## config.mk

```make
export PLATFORM = sky130hd
export DESIGN_NAME = io_periph_flat
export DESIGN_NICKNAME = d
export VERILOG_FILES = /design/src/rtl/io_periph_if.sv /design/src/rtl/io_periph.sv /design/src/flat_wrapper.sv
export SDC_FILE = /design/constraint.sdc
export NUM_CORES = 1
export LEC_CHECK = 0
export ABC_AREA = 0
export CAP_MARGIN = 5
export CORE_ASPECT_RATIO = 0.7
export CORE_MARGIN = 2
export CORE_UTILIZATION = 45
export CTS_CLUSTER_DIAMETER = 200
export DETAILED_ROUTE_END_ITERATION = 6
export PLACE_DENSITY = 0.73
export SYNTH_ARGS = -nofsm -noshare
export SYNTH_HDL_FRONTEND = slang
export SYNTH_SLANG_ARGS = --single-unit
```

## constraint.sdc

```tcl
create_clock -name i_clk -period 4.4 [get_ports i_clk]
set_clock_uncertainty 0.2 [all_clocks]
set_input_delay 1.1 -clock i_clk [delete_from_list [all_inputs] [get_ports i_clk]]
set_output_delay 1.1 -clock i_clk [all_outputs]
set_load 0.005 [all_outputs]
```

## src/rtl/io_periph_if.sv

```systemverilog
// Load/store bus between the core's LSU and the memory-mapped I/O block.
// The master drives address, store data and strobes; the slave returns read data and hit.
interface io_periph_if;
    logic [31:0] addr;
    logic [31:0] wdata;
    logic [3:0]  bmask;
    logic        wren;
    logic [31:0] rdata;
    logic        hit;

    modport master (
        output addr,
        output wdata,
        output bmask,
        output wren,
        input  rdata,
        input  hit
    );

    modport slave (
        input  addr,
        input  wdata,
        input  bmask,
        input  wren,
        output rdata,
        output hit
    );
endinterface

```

## src/rtl/io_periph.sv

```systemverilog
// Memory-mapped I/O peripheral: LED and seven-segment registers plus a
// synchronised, debounced switch register, decoded on 4 KiB pages.
module io_periph #(
    parameter int          DEBOUNCE_CYCLES = 4,
    parameter logic [31:0] HEX_RESET       = 32'h7F7F_7F7F
) (
    input  logic        i_clk,
    input  logic        i_reset,
    io_periph_if.slave  bus,
    input  logic [31:0] i_io_sw,
    output logic [31:0] o_io_ledr,
    output logic [31:0] o_io_ledg,
    output logic [6:0]  o_io_hex0,
    output logic [6:0]  o_io_hex1,
    output logic [6:0]  o_io_hex2,
    output logic [6:0]  o_io_hex3,
    output logic [6:0]  o_io_hex4,
    output logic [6:0]  o_io_hex5,
    output logic [6:0]  o_io_hex6,
    output logic [6:0]  o_io_hex7
);

    localparam logic [19:0] PAGE_LEDR  = 20'h10000;
    localparam logic [19:0] PAGE_LEDG  = 20'h10001;
    localparam logic [19:0] PAGE_HEXLO = 20'h10002;
    localparam logic [19:0] PAGE_HEXHI = 20'h10003;
    localparam logic [19:0] PAGE_SW    = 20'h10010;

    localparam int             CNT_W   = $clog2(DEBOUNCE_CYCLES) + 1;
    localparam logic [CNT_W-1:0] CNT_MAX = CNT_W'(DEBOUNCE_CYCLES - 1);

    logic [31:0] ledr_q;
    logic [31:0] ledg_q;
    logic [31:0] hexlo_q;
    logic [31:0] hexhi_q;

    logic [31:0]      sync1_q;
    logic [31:0]      sync2_q;
    logic [31:0]      cand_q;
    logic [31:0]      sw_stable_q;
    logic [CNT_W-1:0] cnt_q;

    logic [19:0] page;
    logic        sel_ledr;
    logic        sel_ledg;
    logic        sel_hexlo;
    logic        sel_hexhi;
    logic        sel_sw;

    // Offset within the page is deliberately ignored so registers alias.
    logic unused_addr_bits;
    assign unused_addr_bits = ^bus.addr[11:0];

    assign page      = bus.addr[31:12];
    assign sel_ledr  = (page == PAGE_LEDR);
    assign sel_ledg  = (page == PAGE_LEDG);
    assign sel_hexlo = (page == PAGE_HEXLO);
    assign sel_hexhi = (page == PAGE_HEXHI);
    assign sel_sw    = (page == PAGE_SW);

    assign bus.hit = sel_ledr | sel_ledg | sel_hexlo | sel_hexhi | sel_sw;

    always_comb begin
        bus.rdata = 32'h0;
        if (sel_ledr)  bus.rdata = ledr_q;
        if (sel_ledg)  bus.rdata = ledg_q;
        if (sel_hexlo) bus.rdata = hexlo_q;
        if (sel_hexhi) bus.rdata = hexhi_q;
        if (sel_sw)    bus.rdata = sw_stable_q;
    end

    // Byte-masked stores; the SW page and unmapped pages select nothing here.
    always_ff @(posedge i_clk or negedge i_reset) begin
        if (!i_reset) begin
            ledr_q  <= 32'h0;
            ledg_q  <= 32'h0;
            hexlo_q <= HEX_RESET;
            hexhi_q <= HEX_RESET;
        end else if (bus.wren) begin
            for (int k = 0; k < 4; k++) begin
                if (bus.bmask[k]) begin
                    if (sel_ledr)  ledr_q[8*k +: 8]  <= bus.wdata[8*k +: 8];
                    if (sel_ledg)  ledg_q[8*k +: 8]  <= bus.wdata[8*k +: 8];
                    if (sel_hexlo) hexlo_q[8*k +: 8] <= bus.wdata[8*k +: 8];
                    if (sel_hexhi) hexhi_q[8*k +: 8] <= bus.wdata[8*k +: 8];
                end
            end
        end
    end

    // Two-flop synchroniser followed by a saturating stability counter.
    always_ff @(posedge i_clk or negedge i_reset) begin
        if (!i_reset) begin
            sync1_q     <= 32'h0;
            sync2_q     <= 32'h0;
            cand_q      <= 32'h0;
            sw_stable_q <= 32'h0;
            cnt_q       <= '0;
        end else begin
            sync1_q <= i_io_sw;
            sync2_q <= sync1_q;
            if (sync2_q != cand_q) begin
                cand_q <= sync2_q;
                cnt_q  <= '0;
            end else if (cnt_q == CNT_MAX) begin
                sw_stable_q <= cand_q;
            end else begin
                cnt_q <= cnt_q + 1'b1;
            end
        end
    end

    assign o_io_ledr = ledr_q;
    assign o_io_ledg = ledg_q;
    assign o_io_hex0 = hexlo_q[6:0];
    assign o_io_hex1 = hexlo_q[14:8];
    assign o_io_hex2 = hexlo_q[22:16];
    assign o_io_hex3 = hexlo_q[30:24];
    assign o_io_hex4 = hexhi_q[6:0];
    assign o_io_hex5 = hexhi_q[14:8];
    assign o_io_hex6 = hexhi_q[22:16];
    assign o_io_hex7 = hexhi_q[30:24];

endmodule
```

## src/flat_wrapper.sv

```systemverilog
// flat-port wrapper written by rule: the top's interface ports become plain ports
module io_periph_flat 
#(
    parameter int          DEBOUNCE_CYCLES = 4,
    parameter logic [31:0] HEX_RESET       = 32'h7F7F_7F7F
)
  (i_clk, i_reset, i_io_sw, o_io_ledr, o_io_ledg, o_io_hex0, o_io_hex1, o_io_hex2, o_io_hex3, o_io_hex4, o_io_hex5, o_io_hex6, o_io_hex7, bus_addr, bus_wdata, bus_bmask, bus_wren, bus_rdata, bus_hit);
  io_periph_if bus_i ();
  input  logic i_clk;
  input  logic i_reset;
  input  logic [31:0] i_io_sw;
  output logic [31:0] o_io_ledr;
  output logic [31:0] o_io_ledg;
  output logic [6:0] o_io_hex0;
  output logic [6:0] o_io_hex1;
  output logic [6:0] o_io_hex2;
  output logic [6:0] o_io_hex3;
  output logic [6:0] o_io_hex4;
  output logic [6:0] o_io_hex5;
  output logic [6:0] o_io_hex6;
  output logic [6:0] o_io_hex7;
  input wire logic [$bits(bus_i.addr)-1:0] bus_addr;
  input wire logic [$bits(bus_i.wdata)-1:0] bus_wdata;
  input wire logic [$bits(bus_i.bmask)-1:0] bus_bmask;
  input wire logic [$bits(bus_i.wren)-1:0] bus_wren;
  output wire logic [$bits(bus_i.rdata)-1:0] bus_rdata;
  output wire logic [$bits(bus_i.hit)-1:0] bus_hit;
  assign bus_i.addr = bus_addr;
  assign bus_i.wdata = bus_wdata;
  assign bus_i.bmask = bus_bmask;
  assign bus_i.wren = bus_wren;
  assign bus_rdata = bus_i.rdata;
  assign bus_hit = bus_i.hit;
  io_periph #(.DEBOUNCE_CYCLES(DEBOUNCE_CYCLES), .HEX_RESET(HEX_RESET)) u_core (.i_clk(i_clk), .i_reset(i_reset), .bus(bus_i), .i_io_sw(i_io_sw), .o_io_ledr(o_io_ledr), .o_io_ledg(o_io_ledg), .o_io_hex0(o_io_hex0), .o_io_hex1(o_io_hex1), .o_io_hex2(o_io_hex2), .o_io_hex3(o_io_hex3), .o_io_hex4(o_io_hex4), .o_io_hex5(o_io_hex5), .o_io_hex6(o_io_hex6), .o_io_hex7(o_io_hex7));
endmodule
```

======== Yosys cells after proc, flatten, opt, wreduce, memory -nomap -nowiden ========
Index checks and enable logic that the tools add are counted.
operators by class
  mux-type cells .......................... 7
  reduce and logical (&&, ||, !) cells .... 17
  bitwise gates (word level) .............. 5
  add/subtract/negate cells ............... 1
  eq/ne operators ......................... 8
operators by type and width
  operator                                                                  number
  32-bit 2-to-1 mux                                                         5
  20-bit by 17-bit == test with 1-bit output (second input constant)        5
  3-bit AND reduction                                                       16
  32-bit inequality test                                                    1
  3-bit 2-to-1 mux                                                          2
  1-bit bitwise OR                                                          4
  3-bit by 1-bit adder with 3-bit output (second input constant)            1
  3-bit by 2-bit == test with 1-bit output (second input constant)          1
  2-bit by 1-bit inequality test with 1-bit output (second input constant)  1
  2-bit AND reduction                                                       1
  1-bit NOT                                                                 1
word-level totals
  flip-flop bits (word level) ............. 259
  output and inout bits ................... 153

======== Depth between registers and ports, before layout ========
Gate-level depths: netlist of the first run.
  word-level depth ........................ 6
  gate-level depth with buffers ........... 6
  depth with buffers taken out ............ 5

======== Least setup slack after synthesis of the first run ========
Ideal clock, no wire load.
  path type ............................... input to output
  from .................................... input bus_addr[31]
  to ...................................... output bus_rdata[11]
  arrival ................................. 2.582 ns
  cell stages on the path ................. 6
  path slack .............................. 0.518 ns
  buffers on the path ..................... 1
  cell sequence ........................... nor4b_2 -> nand2_2 -> nand4b_1 -> nor3_2 -> clkbuf_1 -> a22o_1
on the way
  longest elaborated chain between the ends .. 6
ends and longest elaborated chain
  item                                        RTL line            text
  start, declared                             flat_wrapper.sv:22  input wire logic [$bits(bus_i.addr)-1:0] bus_addr;
  20-bit by 17-bit == test with 1-bit output  io_periph.sv:55     assign sel_ledr = (page == PAGE_LEDR);
  32-bit 2-to-1 mux                           io_periph.sv:65     if (sel_ledr) bus.rdata = ledr_q;
  32-bit 2-to-1 mux                           io_periph.sv:66     if (sel_ledg) bus.rdata = ledg_q;
  32-bit 2-to-1 mux                           io_periph.sv:67     if (sel_hexlo) bus.rdata = hexlo_q;
  32-bit 2-to-1 mux                           io_periph.sv:68     if (sel_hexhi) bus.rdata = hexhi_q;
  32-bit 2-to-1 mux *                         io_periph.sv:69     if (sel_sw) bus.rdata = sw_stable_q;
  end, declared                               flat_wrapper.sv:26  output wire logic [$bits(bus_i.rdata)-1:0] bus_rdata;
Every way passes the cells marked *; elsewhere a longest branch is shown, timed or not.

======== Worst setup path in the final report of the first run ========
  from .................................... input bus_addr[14]
  to ...................................... register u_core.ledg_q[4], in the netlist u_core.o_io_ledg[4]
on the way
  longest elaborated chain between the ends .. 2
ends and longest elaborated chain
  item                                        RTL line         text
  20-bit by 17-bit == test with 1-bit output  io_periph.sv:56  assign sel_ledg = (page == PAGE_LEDG);
  3-bit AND reduction (no line)               --
  end signal, assigned by index               io_periph.sv:83  if (sel_ledg) ledg_q[8*k +: 8] <= bus.wdata[8*k +: 8];
  end, declared                               io_periph.sv:33  logic [31:0] ledg_q;
Every way passes these cells.
A chain may end at the register's enable or synchronous reset.

==> summary.txt, run 1 <==
Global route
  • Met3 Track Usage GR: just under 5%
  • Vias in the first global route: 6892
  • Gr usage total: 22.13%
  • GRT met1 Usage: 33.52%
  • Antenna violations before repair: 0
  • GR peak layer: met1
  • Largest net degree at the start of global routing: 98
  • First-pass GRT wire length: 42280 um
  • GR Util met2: 33.15%
  • Gr ovfl total: 0

Critical path
  • Crit-path most repeated cell: buf_4
  • Stages on the worst setup path: 22
  • R2R depth: 6
  • CP Capture Type: flop
  • Worst setup startpoint: bus_addr[14]
  • Delay-heaviest family, CP: buffers and inverters
  • Req. time, crit path: 4.60 ns
  • Worst Path Arrival: 4.50 ns
  • Crit-path slowest cell: mux2_4
  • Path type of the worst setup path: in2reg
  • Worst Setup EP: u_core.o_io_ledg[4]
  • Crit-path max cell delay: 0.35 ns
  • Buffers and inverters on the worst path: 17
  • Worst R2R Setup Slack: 1.95 ns
  • Worst Path Max Fanout: 8
  • R2R Path End: u_core.sw_stable_q[4]
  • Crit path launch type: input pin
  • Worst R2R Start: u_core.cand_q[0]
  • Worst path cell trace: dlygate4sd2_1 > nor4_2 > nand2_2 > buf_4 > buf_4 > buf_4 > buf_4 > buf_4 > buf_4 > buf_4 > buf_4 > buf_4 > buf_4 > buf_4 > buf_4 > buf_4 > buf_4 > nor4_4 > buf_6 > buf_4 > nand3_4 > mux2_4

Routing
  • Via Count: 6434
  • Wirelength per Cell: 22.44 um
  • DRC errors left: 0
  • ANT nets after route: 0
  • Via density: 5.197
  • First-pass DRT Iterations: 4
  • Drt total wl: approximately 28000 um
  • Iter 0 DRT Violations: 306

Synth
  • #FFs+latches synth: 259
  • Post-Syn Nets: 785
  • Area contributors post-synth: dfrtp_1, mux2_2, dfstp_2, mux4_2, buf_4
  • Top cell type by total area after synthesis: dfrtp_1
  • Synth async-reset ratio: 100.0%
  • Syn avg cell area: between 15 and 20 sq um
  • Netlist Area Pre-Place: 10850 sq um
  • Post-synth EDFFs: 0
  • Ys Warns: 0
  • Primary FF master, synth: dfrtp_1
  • Post-synth top area share: 46.81%
  • Post-synthesis cell type count: 32
  • Register area share after synthesis: 60.36%
  • Cells after Synth: 680

Die
  • Die width: between 150 and 200 um
  • Starting Density: 45.91%
  • Core region area: 23640 sq um
  • DIE AREA: approximately 25000 sq um
  • Die H: 133.9 um
  • Boundary Pins: 256
  • Site Rows: 47

STA
  • Least-Margin Pin Slew: 0.7421 ns
  • Fin. Hold Viols: 0
  • Setup TNS: 0 ns
  • Slew margin rel.: 50.53%
  • Minimum clock period after layout: 4.293 ns
  • Fmax: roughly 230 MHz
  • RSZ-0062 raised after global routing: no
  • Final Max Tran Viols: 0
  • Endpoints failing setup: 0
  • Period utilization: a little over nine tenths

Power and ir drop
  • Overall power: 5000 uW
  • Pwr/cell area: 342.9 nW/um^2
  • Leakage: 0.006436 uW
  • Peak VDD IR: between 0.0002 and 0.0003 V

Placed design
  • Post-DP HPWL: 18210 um
  • Dpl cells: 1152
  • Routability congestion estimate: 0.7584
  • Placed cell areas: 13330 sq um
  • I/O Buffers: 243

Finish
  • Final instance area: 14580 sq um
  • Most frequent cells in the layout: dfrtp_1, clkdlybuf4s50_1, mux2_2
  • Area delta synth->final: 34.34%
  • Diodes inserted: 0
  • Fin nets: between 1000 and 1500
  • Commonest non-fill, non-tap cell in the layout: dfrtp_1
  • Non-filler cells in the finished layout: about 1200
  • Share of layout cells above drive strength 1: 43.80%

Clock network
  • Clock slew at reported path FFs: 0.06 ns
  • TritonCTS clock tree: yes
  • CTS Sinks: 259
  • Maximum clock insertion buffer count: 3
  • Clock insertion delay at the later pin of the skew report: 0.52 ns
  • Root Buffer: clkbuf_16
  • Hold buffers post-CTS: 0
  • CTS Buf Count: 26
  • H-tree depth: 1

Min path
  • Worst hold path class: reg2reg

Run
  • Max Cap Viol: 0

Outcome
  • Status: complete, no violations
[cells in the mapped netlist (4+ instances only)]
cell and instances:
clkbuf_1 42, mux2_2 154, nor2_1 6, nand3_2 8
buf_1 5, dfrtp_1 203, a22o_1 32, nand3_4 9
buf_2 4, dfstp_2 56, nor4_4 5, buf_4 56
xnor2_1 32, mux4_2 32, mux2_4 6, nand4_1 8
[power by group]
group	internal [uW]	leakage (uW)	switching, uW
clock network	1400	0.000448	909
logic	115	0.00280	123
registers	2430	0.00319	26.0
[state kept, by name (all words and copies together) (netlist names)]
| name | cells |
|---|---|
| u_core.o_io_ledr | 32 |
| u_core.sw_stable_q | 32 |
| u_core.sync1_q | 32 |
| u_core.cnt_q | 3 |
| u_core.o_io_ledg | 32 |
| u_core.hexlo_q | 32 |
| u_core.hexhi_q | 32 |
| u_core.cand_q | 32 |
| u_core.sync2_q | 32 |
[layer usage]
metal	share of wire [%]	up-vias	wire length, um
met5	0	-	0
met4	1.5	0	411
met3	6.9	31	1904
met2	44	198	12190
met1	48	3383	13270
li1	-	2822	-
[through the flow]
step           util, %  hold slack (ns)  worst slack, ns
2_1_floorplan        -           0.1312           0.5181
3_5_place_dp     56.38           0.1347          -0.3907
3_3_place_gp     56.38           0.1319          -0.3597
5_1_grt          61.68           0.1542          0.01187
4_1_cts          61.96           0.1495         -0.03160
6_report         61.68           0.1474           0.1073
[cell families (layout without fill, tap and decap cells)]
logic type,after synthesis,count (layout),synth area share (%)
flip-flops,259,259,60.36
multiplexers,193,193,23.54
buffers and inverters,109,349,5.753
AND/OR/NAND/NOR,50,50,4.773
AO/OA/AOI/OAI,34,34,2.675
XOR/XNOR,33,33,2.663
adder cells (fa/ha/maj),2,2,0.2305
[area by class of cell]
cell class	count	area, sq um
fillers	1803	9060
clock buffers	38	777.0
clock inverters	10	127.6
inverters	2	7.507
multi-input cells	312	3745
repair buffers	299	2974
flip-flops and latches	259	6551
well taps	318	397.9
[how the worst min path moves through the flow]
| stage | startpoint | end | slack, ns | depth (start not counted) |
|---|---|---|---|---|
| 2_1_floorplan | u_core.sync1_q[0] | u_core.sync2_q[0] | 0.13 | 0 |
| 3_3_place_gp | u_core.sync1_q[10] | u_core.sync2_q[10] | 0.13 | 0 |
| 3_5_place_dp | u_core.sync1_q[6] | u_core.sync2_q[6] | 0.13 | 0 |
| 4_1_cts | u_core.sync1_q[4] | u_core.sync2_q[4] | 0.15 | 0 |
| 5_1_grt | u_core.sync1_q[11] | u_core.sync2_q[11] | 0.15 | 0 |
| 6_report | u_core.sync1_q[3] | u_core.sync2_q[3] | 0.15 | 0 |
[timing repair]
item	CTS	global route
resized for setup	97	28
endpoints found under the hold margin	0	0
setup endpoints to repair	33	143
gates cloned	4	0
buffers inserted	37	2
pin swaps	23	10
(Power assumes the default switching activity.)
==> run 2: changes to the inputs <==
Settings changed: CAP_MARGIN 5 to not set.
Clock period 4.4 ns to 5.4 ns, I/O delays scaled along.
==> run 2 against run 1 <==
Critical path depth fell by 13. Final cell count decreased by 3.0%. Cell area shrank 2.2%. Critical endpoint is now bus_rdata[31]. Clock power down 17%.
==> summary.txt, run 2 (synthesis results as in run 1) <==
Outcome
  • Status: complete, no violations (unchanged)

Finish
  • Share of layout cells above drive strength 1: 38.32% (was 43.80%)
  • Commonest non-fill, non-tap cell in the layout: clkdlybuf4s50_1 (was dfrtp_1)
  • Most frequent cells in the layout: clkdlybuf4s50_1, dfrtp_1, mux2_2 (was dfrtp_1, clkdlybuf4s50_1, mux2_2)
  • Final instance area: 14260 sq um (was 14580 sq um)
  • Non-filler cells in the finished layout: 1201 (was 1238)
  • Area delta synth->final: 31.36% (was 34.34%)
  • Fin nets: 967 (was 1005)

Die
  • Starting Density: 45.91% (unchanged)
  • DIE AREA: 25400 sq um (unchanged)
  • Core region area: 23640 sq um (unchanged)
  • Boundary Pins: 256 (unchanged)
  • Die H: 133.9 um (unchanged)
  • Die width: 189.6 um (unchanged)
  • Site Rows: 47 (unchanged)

Power and ir drop
  • Peak VDD IR: 0.0002371 V (was 0.0002538 V)
  • Leakage: 0.006140 uW (was 0.006436 uW)
  • Comb pwr share: 4.6% (was 4.8%)
  • Internal: 3252 uW (was 3941 uW)
  • Flop pwr share: 48.7% (was 49.1%)
  • Switching Fraction: 20.92% (was 21.17%)
  • P_sw: 860.6 uW (was 1058 uW)
  • Clock share of power: 46.7% (was 46.1%)
  • Pwr/cell area: 288.5 nW/um^2 (was 342.9 nW/um^2)

Routing
  • Drt total wl: 26050 um (was 27780 um)
  • Wirelength per Cell: 21.69 um (was 22.44 um)
  • Via density: 5.153 (was 5.197)
  • Via Count: 6189 (was 6434)
  • First-pass DRT Iterations: 4 (unchanged)
  • ANT nets after route: 0 (unchanged)
  • Iter 0 DRT Violations: 251 (was 306)
  • DRC errors left: 0 (unchanged)

STA
  • Minimum clock period after layout: between 5 and 6 ns
  • Slew margin rel.: 29.72% (was 50.53%)
  • Least-Margin Pin Slew: 1.053 ns (was 0.7421 ns)
  • Fmax: 190.4 MHz
  • Final Max Tran Viols: 0 (unchanged)
  • Endpoints failing setup: 0 (unchanged)
  • Fin. Hold Viols: 0 (unchanged)
  • Period utilization: 97.28%

Global route
  • First-pass GRT wire length: 39650 um (was 42280 um)
  • Gr usage total: 20.53% (was 22.13%)
  • Antenna violations before repair: 1 (was 0)
  • Vias in the first global route: 6649 (was 6892)
  • Gr ovfl total: 0 (unchanged)
  • Largest net degree at the start of global routing: 114 (was 98)

Clock network
  • Root Buffer: clkbuf_16 (unchanged)
  • Maximum clock insertion buffer count: 3 (unchanged)
  • TritonCTS clock tree: yes (unchanged)
  • Hold buffers post-CTS: 0 (unchanged)
  • CTS Sinks: 259 (unchanged)
  • CTS Buf Count: 26 (unchanged)
  • Clock insertion delay at the later pin of the skew report: 0.52 ns (about the same)
  • Clock slew at reported path FFs: 0.06 ns (about the same)
  • H-tree depth: 1 (unchanged)

Critical path
  • Req. time, crit path: 3.85 ns (was 4.60 ns)
  • Worst setup startpoint: bus_addr[31] (was bus_addr[14])
  • Worst R2R Start: u_core.cand_q[0] (unchanged)
  • Crit path launch type: input pin (unchanged)
  • CP Capture Type: output port (was flop)
  • Worst Setup EP: bus_rdata[31] (was u_core.o_io_ledg[4])
  • Worst Path Arrival: 3.70 ns (was 4.50 ns)
  • Worst R2R Setup Slack: 1.88 ns (was 1.95 ns)
  • Path type of the worst setup path: in2out (was in2reg)
  • R2R Path End: u_core.sw_stable_q[7] (was u_core.sw_stable_q[4])
  • R2R depth: 5 (was 6)
  • Worst Path Max Fanout: 9 (was 8)

Placed design
  • Routability congestion estimate: 0.7482 (was 0.7584)
  • I/O Buffers: 243 (unchanged)
  • Post-DP HPWL: 17890 um (was 18210 um)
  • Dpl cells: 1149 (was 1152)
  • Placed cell areas: 13280 sq um (was 13330 sq um)

Run
  • Max Cap Viol: 0 (unchanged)

Min path
  • Hold Crit Depth: 0 (unchanged)
  • Worst hold path class: reg2reg (unchanged)
-- run 2: changes by cell type in the layout (fill, tap and decap cells not counted), moves of 4 or more --
cell / change
clkdlybuf4s50_1: +42
clkinv_2: -4
dlygate4sd2_1: -15
buf_4: -23
clkdlybuf4s15_2: -5
buf_6: -11
clkbuf_2: -9
buf_2: -7
clkdlybuf4s15_1: -6
-- run 2: metal layers --
metal	wire length, um	vias to the layer above	GRT usage (%)
met4	493	0	4.608
met1	12330	3218	30.96
met3	1975	39	5.390
met5	0	-	0
met2	11260	197	29.87
li1	-	2735	-
-- run 2: metrics by stage --
stage / setup TNS, ns / setup WS (ns) / hold WS (ns) / util [%] / total power (uW)
after floorplan: 0 / 1.018 / 0.1312 / - / 2087
after global placement: 0 / 0.1525 / 0.1329 / 56.18 / 2227
after detailed placement: 0 / 0.1213 / 0.1347 / 56.18 / 2229
after CTS: 0 / 0.1207 / 0.1434 / 60.08 / 4160
after global routing: -0.02231 / -0.02090 / 0.1499 / 60.30 / 4264
final: 0 / 0.1467 / 0.1434 / 60.30 / 4113
-- run 2: worst min-delay path by stage --
| stage | from | to | slack, ns |
|---|---|---|---|
| floorplan | u_core.sync1_q[0] | u_core.sync2_q[0] | 0.13 |
| global placement | u_core.sync1_q[10] | u_core.sync2_q[10] | 0.13 |
| detailed placement | u_core.sync1_q[2] | u_core.sync2_q[2] | 0.13 |
| CTS | u_core.sync1_q[9] | u_core.sync2_q[9] | 0.14 |
| global route | u_core.sync1_q[15] | u_core.sync2_q[15] | 0.15 |
| finish | u_core.sync1_q[9] | u_core.sync2_q[9] | 0.14 |
-- run 2: power groups by stage --
| stage | logic [uW] | clock network (uW) | registers, uW |
|---|---|---|---|
| after floorplan | 58.0 | 0 | 2030 |
| after global placement | 193 | 0 | 2030 |
| after detailed placement | 194 | 0 | 2040 |
| after CTS | 195 | 1960 | 2000 |
| after global routing | 209 | 2050 | 2000 |
| final | 191 | 1920 | 2000 |
-- run 2: final cells by class --
type	count	area, sq um
clock inverter	8	147.6
antenna	1	2.502
multi-input combinational	312	3705
sequential	259	6551
clock buffer	40	774.5
fill	1845	9384
inverter	2	7.507
tap	318	397.9
timing repair buffer	261	2670
-- run 2: repair_timing --
| action | 4_1_cts | 5_1_grt |
|---|---|---|
| resized for setup | 0 | 2 |
| setup buffers | 0 | 2 |
| setup endpoints to repair | 0 | 3 |
-- run 2: worst max-delay path, cell delays in order --
cell and delay [ns]:
clkdlybuf4s50_1 0.44, nor4b_4 0.29, nand2_2 0.11, nand4b_1 0.28, nor3_4 0.24, buf_4 0.16
clkbuf_16 0.16, a22o_1 0.17, clkdlybuf4s50_1 0.50
==> run 3: changes to the inputs <==
Settings changed: CELL_PAD_IN_SITES_DETAIL_PLACEMENT set to 1, CELL_PAD_IN_SITES_GLOBAL_PLACEMENT set to 2, CORE_UTILIZATION 45 to 38, PLACE_DENSITY 0.73 to 0.91.
==> run 3 against run 2 <==
Sequential share of layout area is 0.20 points higher. Die area grew 18%. Via count is 0.42% higher. Total power fell by 1.0%. Critical endpoint is now bus_rdata[11]. Cell area is 0.44% lower. Sequential power about the same. Non-clock buffer count decreased by 5. Final cell count up 3.8%. Combinational power about the same. Largest power group unchanged. Core utilization down 9.5 points.
==> summary.txt, run 3 (synthesis results as in run 1) <==
STA
  • Period utilization: 96.17% (was 97.28%)
  • Slew margin rel.: 41.11% (was 29.72%)
  • Setup TNS: 0 ns (unchanged)
  • Endpoints failing setup: 0 (unchanged)
  • Final Max Tran Viols: 0 (unchanged)
  • Minimum clock period after layout: 5.193 ns (was 5.253 ns)
  • Fmax: 192.6 MHz (was 190.4 MHz)
  • Fin. Hold Viols: 0 (unchanged)
  • RSZ-0062 raised after global routing: no
  • Least-Margin Pin Slew: 0.8834 ns (was 1.053 ns)

Routing
  • DRC errors left: 0 (unchanged)
  • Via density: 4.984 (was 5.153)
  • ANT nets after route: 0 (unchanged)
  • Via Count: 6215 (was 6189)
  • Iter 0 DRT Violations: 300 (was 251)
  • Drt total wl: 29430 um (was 26050 um)
  • First-pass DRT Iterations: 4 (unchanged)
  • Wirelength per Cell: 23.60 um (was 21.69 um)

Die
  • Starting Density: 38.83% (was 45.91%)
  • Core region area: 27950 sq um (was 23640 sq um)
  • Die width: 206.0 um (was 189.6 um)
  • DIE AREA: 29950 sq um (was 25400 sq um)
  • Die H: 145.4 um (was 133.9 um)
  • Boundary Pins: 256 (unchanged)
  • Site Rows: 51 (was 47)

Clock network
  • TritonCTS clock tree: yes (unchanged)
  • Maximum clock insertion buffer count: 3 (unchanged)
  • H-tree depth: 1 (unchanged)
  • CTS Sinks: 259 (unchanged)
  • Clock insertion delay at the later pin of the skew report: 0.54 ns (was 0.52 ns)
  • CTS Buf Count: 26 (unchanged)
  • Hold buffers post-CTS: 0 (unchanged)
  • Clock slew at reported path FFs: 0.06 ns (about the same)
  • Root Buffer: clkbuf_16 (unchanged)

Finish
  • Most frequent cells in the layout: clkdlybuf4s50_1, dfrtp_1, mux2_2 (unchanged)
  • Area delta synth->final: 30.78% (was 31.36%)
  • Fin nets: 962 (was 967)
  • Share of layout cells above drive strength 1: 38.24% (was 38.32%)
  • Commonest non-fill, non-tap cell in the layout: clkdlybuf4s50_1 (unchanged)
  • Diodes inserted: 0 (was 1)
  • Filler cells: 2687 (was 1845)

Critical path
  • Worst R2R Setup Slack: 2.64 ns (was 1.88 ns)
  • R2R Path End: u_core.sw_stable_q[7] (unchanged)
  • Worst Path Arrival: 3.64 ns (was 3.70 ns)
  • Worst path cell trace: clkdlybuf4s50_1 > nor4b_2 > nand2_2 > nand4b_1 > buf_4 > nor3_4 > buf_12 > a22o_1 > clkdlybuf4s50_1 (was clkdlybuf4s50_1 > nor4b_4 > nand2_2 > nand4b_1 > nor3_4 > buf_4 > clkbuf_16 > a22o_1 > clkdlybuf4s50_1)
  • Crit-path slowest cell: clkdlybuf4s50_1 (unchanged)
  • Delay-heaviest family, CP: buffers and inverters (unchanged)
  • Crit-path max cell delay: 0.56 ns (was 0.50 ns)
  • Req. time, crit path: 3.85 ns (about the same)
  • Worst Path Max Fanout: 32 (was 9)
  • R2R depth: 6 (was 5)
  • Buffers and inverters on the worst path: 4 (unchanged)
  • Crit path launch type: input pin (unchanged)
  • Worst R2R Start: u_core.cand_q[0] (unchanged)
  • Path type of the worst setup path: in2out (unchanged)
  • Crit-path most repeated cell: clkdlybuf4s50_1 (unchanged)
  • CP Capture Type: output port (unchanged)

Power and ir drop
  • Overall power: 4070 uW (was 4113 uW)
  • Peak VDD IR: 0.0001961 V (was 0.0002371 V)
  • Pwr/cell area: 286.7 nW/um^2 (was 288.5 nW/um^2)
  • Leakage: 0.006075 uW (was 0.006140 uW)

Run
  • Max Cap Viol: 0 (unchanged)

Min path
  • WHS Endpoint: u_core.sync2_q[3] (was u_core.sync2_q[9])
  • Hold path startpoint: u_core.sync1_q[3] (was u_core.sync1_q[9])
  • Hold Crit Depth: 0 (unchanged)
  • Worst hold path class: reg2reg (unchanged)

Global route
  • Largest net degree at the start of global routing: 114 (unchanged)
  • First-pass GRT wire length: 45240 um (was 39650 um)
  • Antenna violations before repair: 0 (was 1)
  • Gr usage total: 20.31% (was 20.53%)
  • Gr ovfl total: 0 (unchanged)
  • Vias in the first global route: 6992 (was 6649)

Outcome
  • Status: complete, no violations (unchanged)

Placed design
  • Routability congestion estimate: 0.7653 (was 0.7482)
  • Post-DP HPWL: 20910 um (was 17890 um)
  • I/O Buffers: 243 (unchanged)
## run 3: changes by cell type in the layout (fill, tap and decap cells not counted), moves of 2 or more
cell / before / now
clkbuf_1: 8 / 4
buf_12: 7 / 5
bufinv_16: 4 / 2
clkinv_2: 2 / 5
buf_4: 10 / 8
clkbuf_8: 5 / 8
## run 3: how the worst max path moves through the flow
stage,from,endpoint,slack [ns],depth (start not counted)
floorplan,bus_addr[31],bus_rdata[11],1.02,6
global placement,bus_addr[31],bus_rdata[11],0.11,8
detailed placement,bus_addr[31],bus_rdata[11],0.12,8
CTS,bus_addr[31],bus_rdata[11],0.09,8
global route,bus_addr[14],bus_rdata[11],0.07,9
finish,bus_addr[31],bus_rdata[11],0.21,9
## run 3: metrics by stage
step | cell area (sq um) | util, % | worst slack (ns) | hold WS [ns] | std cells
floorplan | 10850 | - | 1.018 | 0.1312 | 680
global placement | 13290 | 47.55 | 0.1133 | 0.1329 | 1199
detailed placement | 13290 | 47.55 | 0.1164 | 0.1362 | 1199
CTS | 14190 | 50.76 | 0.09493 | 0.1502 | 1246
global route | 14190 | 50.78 | 0.06791 | 0.1578 | 1247
finish | 14190 | 50.78 | 0.2071 | 0.1480 | 1247
## run 3: cell type report
cell class | instances | area (sq um) | area share [%]
inverter | 2 | 7.507 | 0.05289
multi-input combinational | 312 | 3686 | 25.97
timing repair buffer | 256 | 2587 | 18.23
clock buffer | 39 | 800.8 | 5.642
sequential | 259 | 6551 | 46.16
clock inverter | 8 | 96.34 | 0.6788
tap | 371 | 464.2 | 3.270
## run 3: timing repair
| action | 4_1_cts | 5_1_grt |
|---|---|---|
| setup buffers | 0 | 1 |
| setup endpoints to repair | 0 | 1 |
| gates resized for setup | 0 | 0 |
## run 3: metal layers
layer,vias up,share of wire (%),GRT usage (%)
met2,150,47,31.34
met4,0,1.5,3.607
met1,3324,45,29.12
li1,2707,-,-
met5,-,0,0
met3,34,6.6,5.531
## run 3: power breakdown
part | leakage, uW | switching, uW | internal [uW]
clock | 0.000449 | 760 | 1120
sequential | 0.00319 | 23.9 | 1980
combinational | 0.00244 | 95.5 | 92.3
total | 0.00608 | 879 | 3190
